--- src/rtl/if_fetch_unit.sv ---
// rtl/if_fetch_unit.sv - instruction fetch stage: PC, imem req/ack, 2-entry fetch buffer, redirect
// Optional misaligned-redirect trap enabled by defining MISALIGN_TRAP_EN.
module if_fetch_unit #(
  parameter logic [31:0] RESET_PC   = 32'h0000_0000,
  parameter logic [31:0] NOP        = 32'h0000_0000,
  parameter int          WAIT_LIMIT = 16
) (
  input  logic        clk,
  input  logic        reset,
  input  logic        if_id_write,
  input  logic        branch_taken,
  input  logic [31:0] branch_target,
  output logic        imem_req,
  output logic [31:0] imem_addr,
  input  logic        imem_ack,
  input  logic [31:0] imem_rdata,
  output logic [31:0] ins_if,
  output logic [31:0] pc_4_if,
  output logic        if_flush,
  output logic        fetch_timeout,
  output logic        fetch_fault
);

  typedef enum logic [2:0] {
    BOOT, FETCH, HOLD, KILL
`ifdef MISALIGN_TRAP_EN
    , HALT
`endif
  } state_t;

  state_t      state, state_nxt;
  logic [31:0] pc, addr_q, target;
  logic [31:0] ins_q [2];
  logic [31:0] pc4_q [2];
  logic        head;
  logic [1:0]  count, cnt_nxt;
  logic [7:0]  wait_cnt;
  logic        push, pop, redirect, in_halt, halt_pend;

`ifdef MISALIGN_TRAP_EN
  logic misalign;
  assign target   = branch_target;
  assign misalign = branch_target[1:0] != 2'b00;
  assign in_halt  = state == HALT;
`else
  assign target   = {branch_target[31:2], branch_target[1:0] & 2'b00};
  assign in_halt  = 1'b0;
  assign fetch_fault = 1'b0;
`endif

  // A redirect seen in HALT is ignored; only reset leaves HALT.
  assign redirect = branch_taken && !in_halt;
  assign if_flush = branch_taken;
  assign push     = imem_ack && state == FETCH && !redirect;
  assign pop      = if_id_write && count != 2'd0 && !redirect;
  assign cnt_nxt  = count + {1'b0, push} - {1'b0, pop};

  assign ins_if    = (count != 2'd0) ? ins_q[head] : NOP;
  assign pc_4_if   = (count != 2'd0) ? pc4_q[head] : pc + 32'd4;
  assign imem_addr = (state == KILL || in_halt) ? addr_q : pc;

  always_comb begin
    state_nxt = state;
    imem_req  = 1'b0;
    case (state)
      BOOT:  state_nxt = FETCH;
      FETCH: begin
        imem_req = 1'b1;
        if (redirect)                          state_nxt = imem_ack ? FETCH : KILL;
        else if (imem_ack && cnt_nxt == 2'd2)  state_nxt = HOLD;
      end
      HOLD:  if (redirect || cnt_nxt != 2'd2) state_nxt = FETCH;
      KILL: begin
        imem_req = 1'b1;
        if (imem_ack) state_nxt = FETCH;
      end
`ifdef MISALIGN_TRAP_EN
      HALT:  imem_req = halt_pend;
`endif
      default: state_nxt = BOOT;
    endcase
`ifdef MISALIGN_TRAP_EN
    if (redirect && misalign) state_nxt = HALT;
`endif
  end

  always_ff @(posedge clk) begin
    if (reset) begin
      state         <= BOOT;
      pc            <= RESET_PC;
      addr_q        <= RESET_PC;
      head          <= 1'b0;
      count         <= 2'd0;
      wait_cnt      <= 8'd0;
      fetch_timeout <= 1'b0;
      halt_pend     <= 1'b0;
    end else begin
      state <= state_nxt;
      if (state == FETCH) addr_q <= pc;
      // Tracks whether a request is left open when HALT is entered.
      if (!in_halt)      halt_pend <= imem_req && !imem_ack;
      else if (imem_ack) halt_pend <= 1'b0;

      if (redirect) begin
        pc    <= target;
        head  <= 1'b0;
        count <= 2'd0;
      end else begin
        if (push) begin
          ins_q[head ^ count[0]] <= imem_rdata;
          pc4_q[head ^ count[0]] <= pc + 32'd4;
          pc <= pc + 32'd4;
        end
        if (pop) head <= ~head;
        count <= cnt_nxt;
      end

      if (imem_req && imem_ack) begin
        wait_cnt <= 8'd0;
      end else if (imem_req) begin
        if (wait_cnt != 8'hFF) wait_cnt <= wait_cnt + 8'd1;
        if ({1'b0, wait_cnt} + 9'd1 >= 9'(WAIT_LIMIT)) fetch_timeout <= 1'b1;
      end
    end
  end

`ifdef MISALIGN_TRAP_EN
  logic fault_q;
  assign fetch_fault = fault_q;
  always_ff @(posedge clk) begin
    if (reset)                    fault_q <= 1'b0;
    else if (redirect && misalign) fault_q <= 1'b1;
  end
`endif

endmodule
--- config.mk ---
export PLATFORM = sky130hd
export DESIGN_NAME = if_fetch_unit
export DESIGN_NICKNAME = d
export VERILOG_FILES = /design/src/rtl/if_fetch_unit.sv
export SDC_FILE = /design/constraint.sdc
export NUM_CORES = 1
export LEC_CHECK = 0
export ABC_AREA = 1
export CAP_MARGIN = 15
export CELL_PAD_IN_SITES_DETAIL_PLACEMENT = 2
export CELL_PAD_IN_SITES_GLOBAL_PLACEMENT = 2
export CORE_ASPECT_RATIO = 0.8
export CORE_MARGIN = 2
export CORE_UTILIZATION = 29
export DETAILED_ROUTE_END_ITERATION = 6
export PLACE_DENSITY_LB_ADDON = 0.2
export SLEW_MARGIN = 40
export SYNTH_ARGS = -nofsm -noshare
export SYNTH_HDL_FRONTEND = slang
export SYNTH_SLANG_ARGS = --single-unit
--- constraint.sdc ---
create_clock -name clk -period 4.6 [get_ports clk]
set_input_delay 0.69 -clock clk [delete_from_list [all_inputs] [get_ports clk]]
set_output_delay 0.69 -clock clk [all_outputs]
set_load 0.005 [all_outputs]
# Yosys cells after proc, flatten, opt, wreduce, memory -nomap -nowiden
# Memory sizes are Yosys's and may differ from the RTL's. A register that Yosys moved wholly into a read port is not among the register bits.
# Cells that the tools add are included.
# Widths: inputs -> output; s select.
totals:
  out_inout_bits: 100
  register_bits: 79
  word_cells: 65
  memories: 2
  mem_bits_rw: 128
  in_bits: 69
memory_table:
  columns: ["memory", "words", "width", "read_ports", "rd_clocked_by_memory_dff", "wr", "line_no", "source"]
  rows:
  - ["ins_q", 2, 32, 1, 1, 1, "33", "logic [31:0] ins_q [2];"]
  - ["pc4_q", 2, 32, 1, 1, 1, "34", "logic [31:0] pc4_q [2];"]
classes:
  magnitude_cmp: 1
  eq_ne: 9
  n_addsub: 5
  mux: 20
  n_reduce_logical: 17
  n_bitwise: 3
op_table:
  columns: ["cell", "n"]
  rows:
  - ["$mux 32", 5]
  - ["$add 32x3->32 const B", 1]
  - ["$mux 3", 4]
  - ["$pmux 3 s4", 1]
  - ["$add 8x1->9 const B", 1]
  - ["$ge 9x5->1 const B", 1]
  - ["$mux 1", 9]
  - ["$add 8x1->8 const B", 1]
  - ["$ne 8x8->1 const B", 1]
  - ["$eq 3x2->1 const B", 2]
  - ["$logic_and 1x1->1", 6]
  - ["$ne 2x2->1 const B", 3]
  - ["$reduce_and 3->1", 2]
  - ["$reduce_or 2->1", 3]
  - ["$reduce_bool 2->1", 2]
  - ["$eq 3x1->1 const B", 1]
  - ["$logic_not 3->1", 1]
  - ["$ne 3x3->1 const B", 1]
  - ["$add 2x1->2", 1]
  - ["$eq 2x2->1 const B", 1]
  - ["$mux 2", 1]
  - ["$not 1->1", 2]
  - ["$reduce_and 2->1", 1]
  - ["$sub 2x1->2", 1]
  - ["other kinds (3)", 3]

# Logic depth before layout (Yosys ltp)
# Gate-level depths: netlist of the first run.
logic_depth:
  word_depth: 10
  ltp_mapped: 17
  ltp_nobuf: 16

# Worst setup path after synthesis of the first run
# Ideal clock, no wire load.
synth_path:
  kind: "input-to-reg"
  start: "input port imem_ack"
  end: "memory ins_q[0][0], enable pin"
  stages: 8
  path_slack_ns: 0.263
  setup_ns: 0.482
  arrival_ns: 3.855
  n_path_buf: 0
  required_ns: 4.118
  cell_sequence: "nand2_1 -> inv_2 -> nand2_1 -> nor2_2 -> inv_2 -> nor2_2 -> inv_2 -> nor2_1"
synth_between:
  elab_chain_cells: 6
synth_rtl:
  columns: ["element", "line_no", "source"]
  rows:
  - ["start: declaration", "15", "input logic imem_ack,"]
  - ["$logic_and 1x1->1 (2 in series)", "54", "assign push = imem_ack && state == FETCH && !redirect;"]
  - ["$mux 1", "109", "if (push) begin"]
  - ["$mux 1", "104", "if (redirect) begin"]
  - ["$mux 1", "88", "if (reset) begin"]
  - ["$mux 1 (not written as such)", "110", "ins_q[head ^ count[0]] <= imem_rdata;"]
  - ["end: declaration", "33", null]
# No other way between the ends.

# Worst setup path after layout of the first run
layout_path:
  start: "register pc[3]"
  end: "output port pc_4_if[30]"
layout_between:
  elab_chain_cells: 2
layout_rtl:
  columns: ["element", "line_no", "source"]
  rows:
  - ["start: declaration", "32", "logic [31:0] pc, addr_q, target;"]
  - ["start signal: assignment", "105", "pc <= target;"]
  - ["start signal: assignment", "112", "pc <= pc + 32'd4;"]
  - ["$add 32x3->32", "59", "assign pc_4_if = (count != 2'd0) ? pc4_q[head] : pc + 32'd4;"]
  - ["$mux 32", "59", null]
  - ["end: declaration", "18", "output logic [31:0] pc_4_if,"]
# No other way between the ends.

==> results of run 1 <==
-- logic make-up (layout without fill, tap and decap cells) --
logic type | count (synthesis) | in the layout | share of synthesized area, %
AO/OA/AOI/OAI | 223 | 223 | 13.11
XOR/XNOR | 28 | 28 | 3.029
adder cells (fa/ha/maj) | 4 | 4 | 0.5507
buffers and inverters | 133 | 282 | 5.933
multiplexers | 2 | 2 | 0.2340
AND/OR/NAND/NOR | 412 | 412 | 19.62
other | 1 | 5 | 0.04126
flip-flops | 199 | 199 | 57.49
-- flip-flops by register name, indices dropped and copies added (netlist names), named ones only --
register	flops
addr_q	30
count	2
fetch_timeout	1
head	1
ins_q	64
pc	30
pc4_q	60
state	2
wait_cnt	8
-- metal layers --
| metal | part of all wire (%) | wire [µm] | GRT usage (%) |
|---|---|---|---|
| met1 | 52 | 15380 | 26.94 |
| met3 | 3.1 | 896 | 2.981 |
| met2 | 43 | 12700 | 27.63 |
| met4 | 1.1 | 325 | 4.111 |
| met5 | 0 | 0 | 0 |
-- worst min-delay path by stage --
stage,start,to,depth (start not counted)
finish,fetch_timeout,fetch_timeout,2
global route,wait_cnt[3],wait_cnt[3],2
CTS,fetch_timeout,fetch_timeout,2
detailed placement,fetch_timeout,fetch_timeout,2
global placement,fetch_timeout,fetch_timeout,2
floorplan,fetch_timeout,fetch_timeout,2
-- cell type report --
type,instances,area share [%]
Clock buffer,17,3.631
Clock inverter,15,1.335
Inverter,76,2.456
Multi-Input combinational cell,674,28.80
Sequential cell,199,44.61
Tap cell,413,4.411
Timing Repair Buffer,174,14.76
-- power groups by stage --
stage	Sequential [mW]	Combinational (mW)	Clock, mW
after CTS	2.00	0.512	1.54
after global routing	2.01	0.559	1.61
final	2.00	0.501	1.50
after floorplan	2.03	0.235	0
after detailed placement	2.05	0.507	0
after global placement	2.04	0.494	0
-- synth_stat cells (9+ instances only) --
| cell type | number | area share [%] |
|---|---|---|
| a21oi_1 | 111 | 6.1 |
| a31oi_1 | 10 | 0.69 |
| buf_2 | 14 | 0.77 |
| clkbuf_1 | 35 | 1.4 |
| dfxtp_1 | 75 | 17 |
| edfxtp_1 | 124 | 41 |
| inv_1 | 69 | 2.8 |
| nand2_1 | 241 | 10 |
| nand2_2 | 9 | 0.62 |
| nand3_1 | 14 | 0.77 |
| nor2_1 | 96 | 4.0 |
| nor2_2 | 9 | 0.62 |
| o211ai_1 | 11 | 0.91 |
| o21ai_0 | 67 | 3.7 |
| o21ai_1 | 12 | 0.66 |
| or2_2 | 16 | 1.1 |
| xor2_1 | 23 | 2.2 |
-- through the flow --
step,setup slack (ps),cells,hold slack [ps]
global route,647.8,1568,534.0
CTS,894.9,1568,502.4
finish,929.5,1568,486.9
global placement,1409,1536,441.6
floorplan,263.3,1006,446.6
detailed placement,1369,1536,486.0
-- tightest hold or removal path, stage by stage (launching register included) --
cell and delay [ps]:
dfxtp_1 320, inv_1 50, a21oi_1 60
==> results.yml, run 1 <==
clocking:
  clock_path_buffers: 2
  cts_tree: "built"
  cts_root_buffer: "clkbuf_16"
  clk_latency_ps: 440
  cts_max_level: 4
  clock-sinks: 199
  clkSlewWorstSetupHoldPaths_ps: 80
  hold_buffers: 0
  cts_buffers: 17
  cts_resized: 0
  cts_setup_buffers: 0
min_path:
  min_path_type: "flop to flop"
power:
  power.leakage_nw: 4.355
  clockPowerShare_pct: 37.4
  power.switching_mw: 1.087
  p_comb_share_pct: 12.5
  sequentialPowerShare_pct: 50.1
  peakVddDrop_uv: 229.0
  switching_share_pct: 27.16
  p_int_mw: 2.915
  total_power_mw: 4.002
  powerDensity_nw_per_um2: 341.6
final_layout:
  regArea_um2: 5226
  mostFrequentLayoutCells: "nand2_1, clkdlybuf4s50_1, edfxtp_1, a21oi_1, nor2_1"
  final_common_cell: "nand2_1"
  fin_util_pct: 38.29
  diodes: 0
  nFillCells: 3363
  fin_area_um2: 11720
  drive_above_1_share_pct: 9.957
  area_delta_synth_final_pct: 28.91
  nets: 1215
  multiInputGateArea_um2: 3374
routing:
  drtIter0Drc: 258
  drc_errors: 0
  post_drt_via_cell_ratio: 4.703
  wire_per_inst_um: 18.69
  first_pass_iters: 4
  ant_nets: 0
  dr_total_vias: 7375
  drt_wl_total_um: 29310
critical_path:
  crit_fanout: 5
  slowest_stage: "clkdlybuf4s50_1"
  crit_top_cell: "nand2_1"
  path_buf_inv: 2
  crit-reg2reg-launch: "state[0]"
  arrival_ps: 2980
  slowest_delay_ps: 500
  path_depth: 10
  required_ps: 3910
  crit_path_cell_trace: "ha_1 -> nand2_1 -> nor2_1 -> inv_1 -> nor2_1 -> nand2_1 -> xor2_1 -> nand2_1 -> nand2_1 -> clkdlybuf4s50_1"
  crit_path_start: "pc[3]"
  endpoint: "pc_4_if[30]"
  r2r-end: "pc4_q[0][25]"
  path_class: "flop to primary output"
  start_kind: "flop"
  endpoint_kind: "primary output"
  crit_family: "simple AND/OR/NAND/NOR gates"
  worstRegToRegCells: 11
  reg2reg_slack_ps: 2080
timing:
  clock_skew_ps: 15.18
  maxSlewViolCount: 0
  finalCritPeriodShare_pct: 79.79
  hold_viol: 0
  relSlewSlack_pct: 49.21
  min_period_ps: 3670
  rsz0062_at_grt: "no"
  setup_tns_ps: 0
  worst_pin_slew_ps: 761.1
  setup_violations: 0
  timing.fmax_ghz: 0.2724
global_route:
  antenna_found_initial: 0
  grt-ovfl-total: 0
  grt_max_degree: 63
  grt_first_pass_wirelength_um: 45640
  track_usage_pct: 18.15
  grt_pass1_vias: 7804
place:
  postPlaceCellArea_um2: 11140
  place_hpwl_um: 20640
  place.port_buffers: 161
  routabilityCongestion: 0.7526
yosys:
  synth_edf_count: 124
  netlist_area_um2: 9089
  syn_area_per_cell_um2: 9.071
  post_synth_inst_count: 1002
  yosys_warnings: 0
  synth_ff_type: "edfxtp_1"
  ys_seq_area_share_pct: 57.49
  ys_ff_latch: 199
  synth_cell_type_count: 40
  async_flop_share_pct: 0
floorplanning:
  die_area_um2: 32780
  die_h_um: 162.3
  pin_count: 169
  coreArea_um2: 30600
  die_x_um: 201.9
  start_util_pct: 29.71
  row_count: 57
flow_run:
  cap_violations: 0
status:
  outcome: "complete, no violations"
Note: power is estimated with default switching activity, not from simulation.
==> run 2, diff against run 1 <==
==> constraint.sdc (replaced) <==
create_clock -name clk -period 3.3 [get_ports clk]
set_input_delay 0.495 -clock clk [delete_from_list [all_inputs] [get_ports clk]]
set_output_delay 0.495 -clock clk [all_outputs]
set_load 0.005 [all_outputs]
==> run 2 against run 1 <==
Compared with the run above: count of clock-buffer cells in the layout unchanged; global-route usage up 0.36 points; non-clock buffer count up 23; critical path type unchanged; highest routed layer unchanged.
==> results.yml, run 2 (synthesis gave the netlist of run 1 again) <==
floorplanning:
  row_count: 57
  start_util_pct: 29.71
  pin_count: 169
  die_area_um2: 32780
  die_x_um: 201.9
  coreArea_um2: 30600
  die_h_um: 162.3
critical_path:
  endpoint: "pc_4_if[25]"
  slowest_delay_ps: 500
  path_class: "flop to primary output"
  crit-reg2reg-launch: "count[0]"
  reg2reg_slack_ps: 800
  crit_fanout: 4
  crit_path_start: "pc[3]"
  worstRegToRegCells: 14
  crit_top_cell: "nand2_1"
  r2r-end: "state[1]"
  slowest_stage: "clkdlybuf4s50_1"
  start_kind: "flop"
  arrival_ps: 2690
  crit_path_cell_trace: "buf_4 -> nand3_2 -> nor2_4 -> nand2_4 -> nor2_1 -> nand3_1 -> xor2_2 -> nand2_1 -> nand2_1 -> clkdlybuf4s50_1"
  required_ps: 2800
  endpoint_kind: "primary output"
flow_run:
  cap_violations: 0
power:
  powerDensity_nw_per_um2: 465.8
  power.switching_mw: 1.500
  sequentialPowerShare_pct: 50.0
  peakVddDrop_uv: 328.2
  switching_share_pct: 26.87
  power.leakage_nw: 4.508
  p_comb_share_pct: 13.2
  p_int_mw: 4.084
  clockPowerShare_pct: 36.9
  total_power_mw: 5.584
routing:
  post_drt_via_cell_ratio: 4.725
  wire_per_inst_um: 18.85
  first_pass_iters: 4
  drtIter0Drc: 346
  ant_nets: 0
  drt_wl_total_um: 29990
  drc_errors: 0
  dr_total_vias: 7517
min_path:
  min_path_type: "flop to flop"
  min_path_cells: 2
place:
  postPlaceCellArea_um2: 11310
  place.port_buffers: 161
  routabilityCongestion: 0.8568
  dp.cells: 1557
  place_hpwl_um: 21980
final_layout:
  drive_above_1_share_pct: 12.56
  largest_reg_flops: 64
  fin_area_um2: 11990
  mostFrequentLayoutCells: "nand2_1, clkdlybuf4s50_1, edfxtp_1, a21oi_1, nor2_1"
  final_common_cell: "nand2_1"
  diodes: 0
  nets: 1238
  fin_cells: 1591
  area_delta_synth_final_pct: 31.91
timing:
  finalCritPeriodShare_pct: 96.50
  worst_pin_slew_ps: 563.9
  rsz0062_at_grt: "yes"
  setup_violations: 0
  holdWs_ps: 469.1
  min_period_ps: 3184
  maxSlewViolCount: 0
  hold_viol: 0
  clock_skew_ps: 12.96
  relSlewSlack_pct: 62.09
  timing.fmax_ghz: 0.3140
global_route:
  track_usage_pct: 18.51
  grt-ovfl-total: 0
  grt_pass1_vias: 8036
  antenna_found_initial: 0
  grt_first_pass_wirelength_um: 46160
  grt_max_degree: 51
status:
  outcome: "complete, no violations"
clocking:
  cts_tree: "built"
  cts_buffers: 17
  clkSlewWorstSetupHoldPaths_ps: 80
  clock_path_buffers: 2
  cts_max_level: 4
  clock-sinks: 199
  cts_root_buffer: "clkbuf_16"
  clk_latency_ps: 440
==> run 2: changes by cell type in the layout (fill, tap and decap cells not counted), sizes merged <==
cell | previous run | this run
dlygate4sd2 | 0 | 1
inv | 83 | 86
clkdlybuf4s50 | 160 | 159
clkinv | 7 | 4
buf | 14 | 36
dlymetal6s2s | 0 | 1
==> run 2: power by group through the flow <==
stage               registers, mW  clock network [mW]  logic, mW
detailed placement           2.85                   0      0.735
floorplan                    2.83                   0      0.328
CTS                          2.79                2.13      0.744
finish                       2.79                2.06      0.736
global route                 2.80                2.22      0.816
global placement             2.84                   0      0.714
==> run 2: worst max-delay path: cells and delay by family (launching register included) <==
kind | cells | cell delay [ps]
simple gates | 7 | 990
flops | 1 | 360
xor+xnor | 1 | 230
buf+inv | 2 | 660
==> run 2: final cells by class <==
cell class,count,area [µm²]
fillers,3352,18610
flip-flops and latches,199,5229
multi-input cells,674,3456
repair buffers,197,1933
well taps,413,516.7
clock buffers,17,425.4
inverters,76,285.3
clock inverters,15,143.9
==> run 2: timing repair <==
item | 4_1_cts | 5_1_grt
buffers inserted | 1 | 1
gates resized for setup | 6 | 10
hold buffers | 0 | 0
endpoints found under the setup margin | 4 | 8
pin swaps | 1 | 2
==> run 2: per-stage QoR <==
stage / util, % / TNS (ps) / setup WS [ps]
detailed placement: 36.98 / 0 / 379.7
finish: 39.19 / 0 / 115.6
global route: 39.19 / -22.46 / -13.30
global placement: 36.98 / 0 / 389.8
CTS: 38.96 / 0 / 58.90
floorplan: - / -104370 / -841.7
==> run 2: per-layer routing <==
metal	share of wire (%)	track usage, %	wire [µm]	vias to the layer above
met2	44	28.69	13280	129
met4	1.1	3.977	324	0
met5	0	0	0	-
li1	-	-	-	3645
met3	3.1	3.281	942	16
met1	52	27.00	15450	3727
==> run 2: worst min-delay path by stage <==
| stage | from | end | slack [ps] |
|---|---|---|---|
| after floorplan | fetch_timeout | fetch_timeout | 450 |
| after global placement | fetch_timeout | fetch_timeout | 450 |
| after detailed placement | fetch_timeout | fetch_timeout | 450 |
| after CTS | fetch_timeout | fetch_timeout | 470 |
| after global routing | fetch_timeout | fetch_timeout | 510 |
| final | fetch_timeout | fetch_timeout | 470 |
==> run 3, diff against run 2 <==
--- a/config.mk
+++ b/config.mk
@@ -14,6 +14,7 @@
 export CORE_UTILIZATION = 29
 export DETAILED_ROUTE_END_ITERATION = 6
 export PLACE_DENSITY_LB_ADDON = 0.2
+export RECOVER_POWER = 50
 export SLEW_MARGIN = 40
 export SYNTH_ARGS = -nofsm -noshare
 export SYNTH_HDL_FRONTEND = slang
==> run 3 against run 2 <==
Compared with the run above: critical path type unchanged; combinational power down 1%; sequential power about the same; die area unchanged; hold slack about the same; critical endpoint unchanged; routed wire length about the same; worst setup slack better by 1.9 ps; largest cell class unchanged.
==> results.yml, run 3 (synthesis gave the netlist of run 1 again) <==
critical_path:
  endpoint_kind: "primary output"
  reg2reg_slack_ps: 810
  slowest_stage: "clkdlybuf4s50_1"
  path_class: "flop to primary output"
  crit_path_cell_trace: "buf_4 -> nand3_2 -> nor2_4 -> nand2_4 -> nor2_1 -> nand3_1 -> xor2_2 -> nand2_1 -> nand2_1 -> clkdlybuf4s50_1"
  crit_family: "simple AND/OR/NAND/NOR gates"
  required_ps: 2800
  slowest_delay_ps: 500
  arrival_ps: 2690
  crit_top_cell: "nand2_1"
  start_kind: "flop"
  crit_fanout: 4
  path_buf_inv: 2
global_route:
  grtUsageMet2_pct: 28.69
  grt_first_pass_wirelength_um: 46160
  grt_busiest_layer: "met2"
  antenna_found_initial: 0
  gr-usage-met3_pct: 3.281
  track_usage_pct: 18.51
  grt_max_degree: 51
  grt_pass1_vias: 8036
  grt-ovfl-total: 0
  use_met1_pct: 27.00
final_layout:
  area_delta_synth_final_pct: 31.91
  multiInputGateArea_um2: 3456
  fin_cells: 1591
  drive_above_1_share_pct: 12.56
  nets: 1238
  final_common_cell: "nand2_1"
  nFillCells: 3352
  fin_area_um2: 11990
  diodes: 0
  largest_reg_flops: 64
  regArea_um2: 5229
  mostFrequentLayoutCells: "nand2_1, clkdlybuf4s50_1, edfxtp_1, a21oi_1, nor2_1"
routing:
  post_drt_via_cell_ratio: 4.732
  drc_errors: 0
  first_pass_iters: 4
  dr_total_vias: 7528
  ant_nets: 0
  wire_per_inst_um: 18.84
  drtIter0Drc: 347
  drt_wl_total_um: 29980
power:
  p_int_mw: 4.076
  clockPowerShare_pct: 36.9
  peakVddDrop_uv: 328.2
  power.leakage_nw: 4.517
  p_comb_share_pct: 13.0
  powerDensity_nw_per_um2: 465.1
  switching_share_pct: 26.90
  power.switching_mw: 1.500
  sequentialPowerShare_pct: 50.0
clocking:
  hold_buffers: 0
  cts_root_buffer: "clkbuf_16"
  clock-sinks: 199
  cts_buffers: 17
  cts_tree: "built"
  cts_max_level: 4
  clkSlewWorstSetupHoldPaths_ps: 80
  clock_path_buffers: 2
  clk_latency_ps: 440
timing:
  worst_pin_slew_ps: 564.0
  setup_violations: 0
  finalCritPeriodShare_pct: 96.44
  hold_viol: 0
  timing.fmax_ghz: 0.3142
  relSlewSlack_pct: 62.08
  min_period_ps: 3182
  maxSlewViolCount: 0
  rsz0062_at_grt: "yes"
  clock_skew_ps: 12.80
  setup_tns_ps: 0
floorplanning:
  die_h_um: 162.3
  start_util_pct: 29.71
  die_x_um: 201.9
  die_area_um2: 32780
  pin_count: 169
  row_count: 57
  coreArea_um2: 30600
flow_run:
  cap_violations: 0
place:
  routabilityCongestion: 0.8568
  place_hpwl_um: 21980
  postPlaceCellArea_um2: 11310
  place.port_buffers: 161
  dp.cells: 1557
status:
  outcome: "complete, no violations"
min_path:
  min_path_type: "flop to flop"
==> run 3: area by class of cell <==
type | count | area share (%)
clock buffers | 17 | 3.548
clock inverters | 15 | 1.200
inverters | 76 | 2.379
multi-input cells | 674 | 28.82
flip-flops and latches | 199 | 43.61
well taps | 413 | 4.310
repair buffers | 197 | 16.12
==> run 3: power by group through the flow <==
stage                     clock, mW  combinational [mW]  sequential [mW]
after floorplan                   0               0.328             2.83
after global placement            0               0.714             2.84
after detailed placement          0               0.735             2.85
after CTS                      2.13               0.744             2.79
after global routing           2.22               0.809             2.80
final                          2.06               0.728             2.79
==> run 3: routing by layer <==
layer	vias up	share of wire (%)
met4	0	1.1
met5	-	0
met3	16	3.1
met2	130	44
met1	3738	52
li1	3644	-
==> run 3: worst register-to-register path: stages, from the launching register on <==
cell and delay (ps):
dfxtp_1 440, nor2_4 70, inv_1 60, buf_4 310
nand2_1 190, nor2_1 130, ha_1 240, inv_1 60
ha_1 230, inv_1 110, nand4_1 150, nand2_1 90
nand2_1 70, o21ai_0 170, inv_1 60
==> run 3: worst paths after layout <==
check,cells after the start,to,startpoint
max,10,pc_4_if[25],pc[3]
min,2,fetch_timeout,fetch_timeout
max reg2reg,14,state[1],count[0]
min reg2reg,2,fetch_timeout,fetch_timeout
==> run 3: what timing repair did <==
item	in CTS	in global routing
endpoints found under the hold margin	0	0
pin swaps	1	2
resized for setup	6	10
endpoints found under the setup margin	4	8
setup buffers	1	1
==> run 3: through the flow <==
step                      power (mW)  util [%]  setup slack, ps  hold WS, ps
final                          5.576     39.19            117.6        469.1
after global routing           5.833     39.19           -13.29        508.9
after CTS                      5.664     38.96            58.90        466.0
after detailed placement       3.581     36.98            379.7        450.7
after global placement         3.553     36.98            389.8        445.5
after floorplan                3.157         -           -841.7        446.6
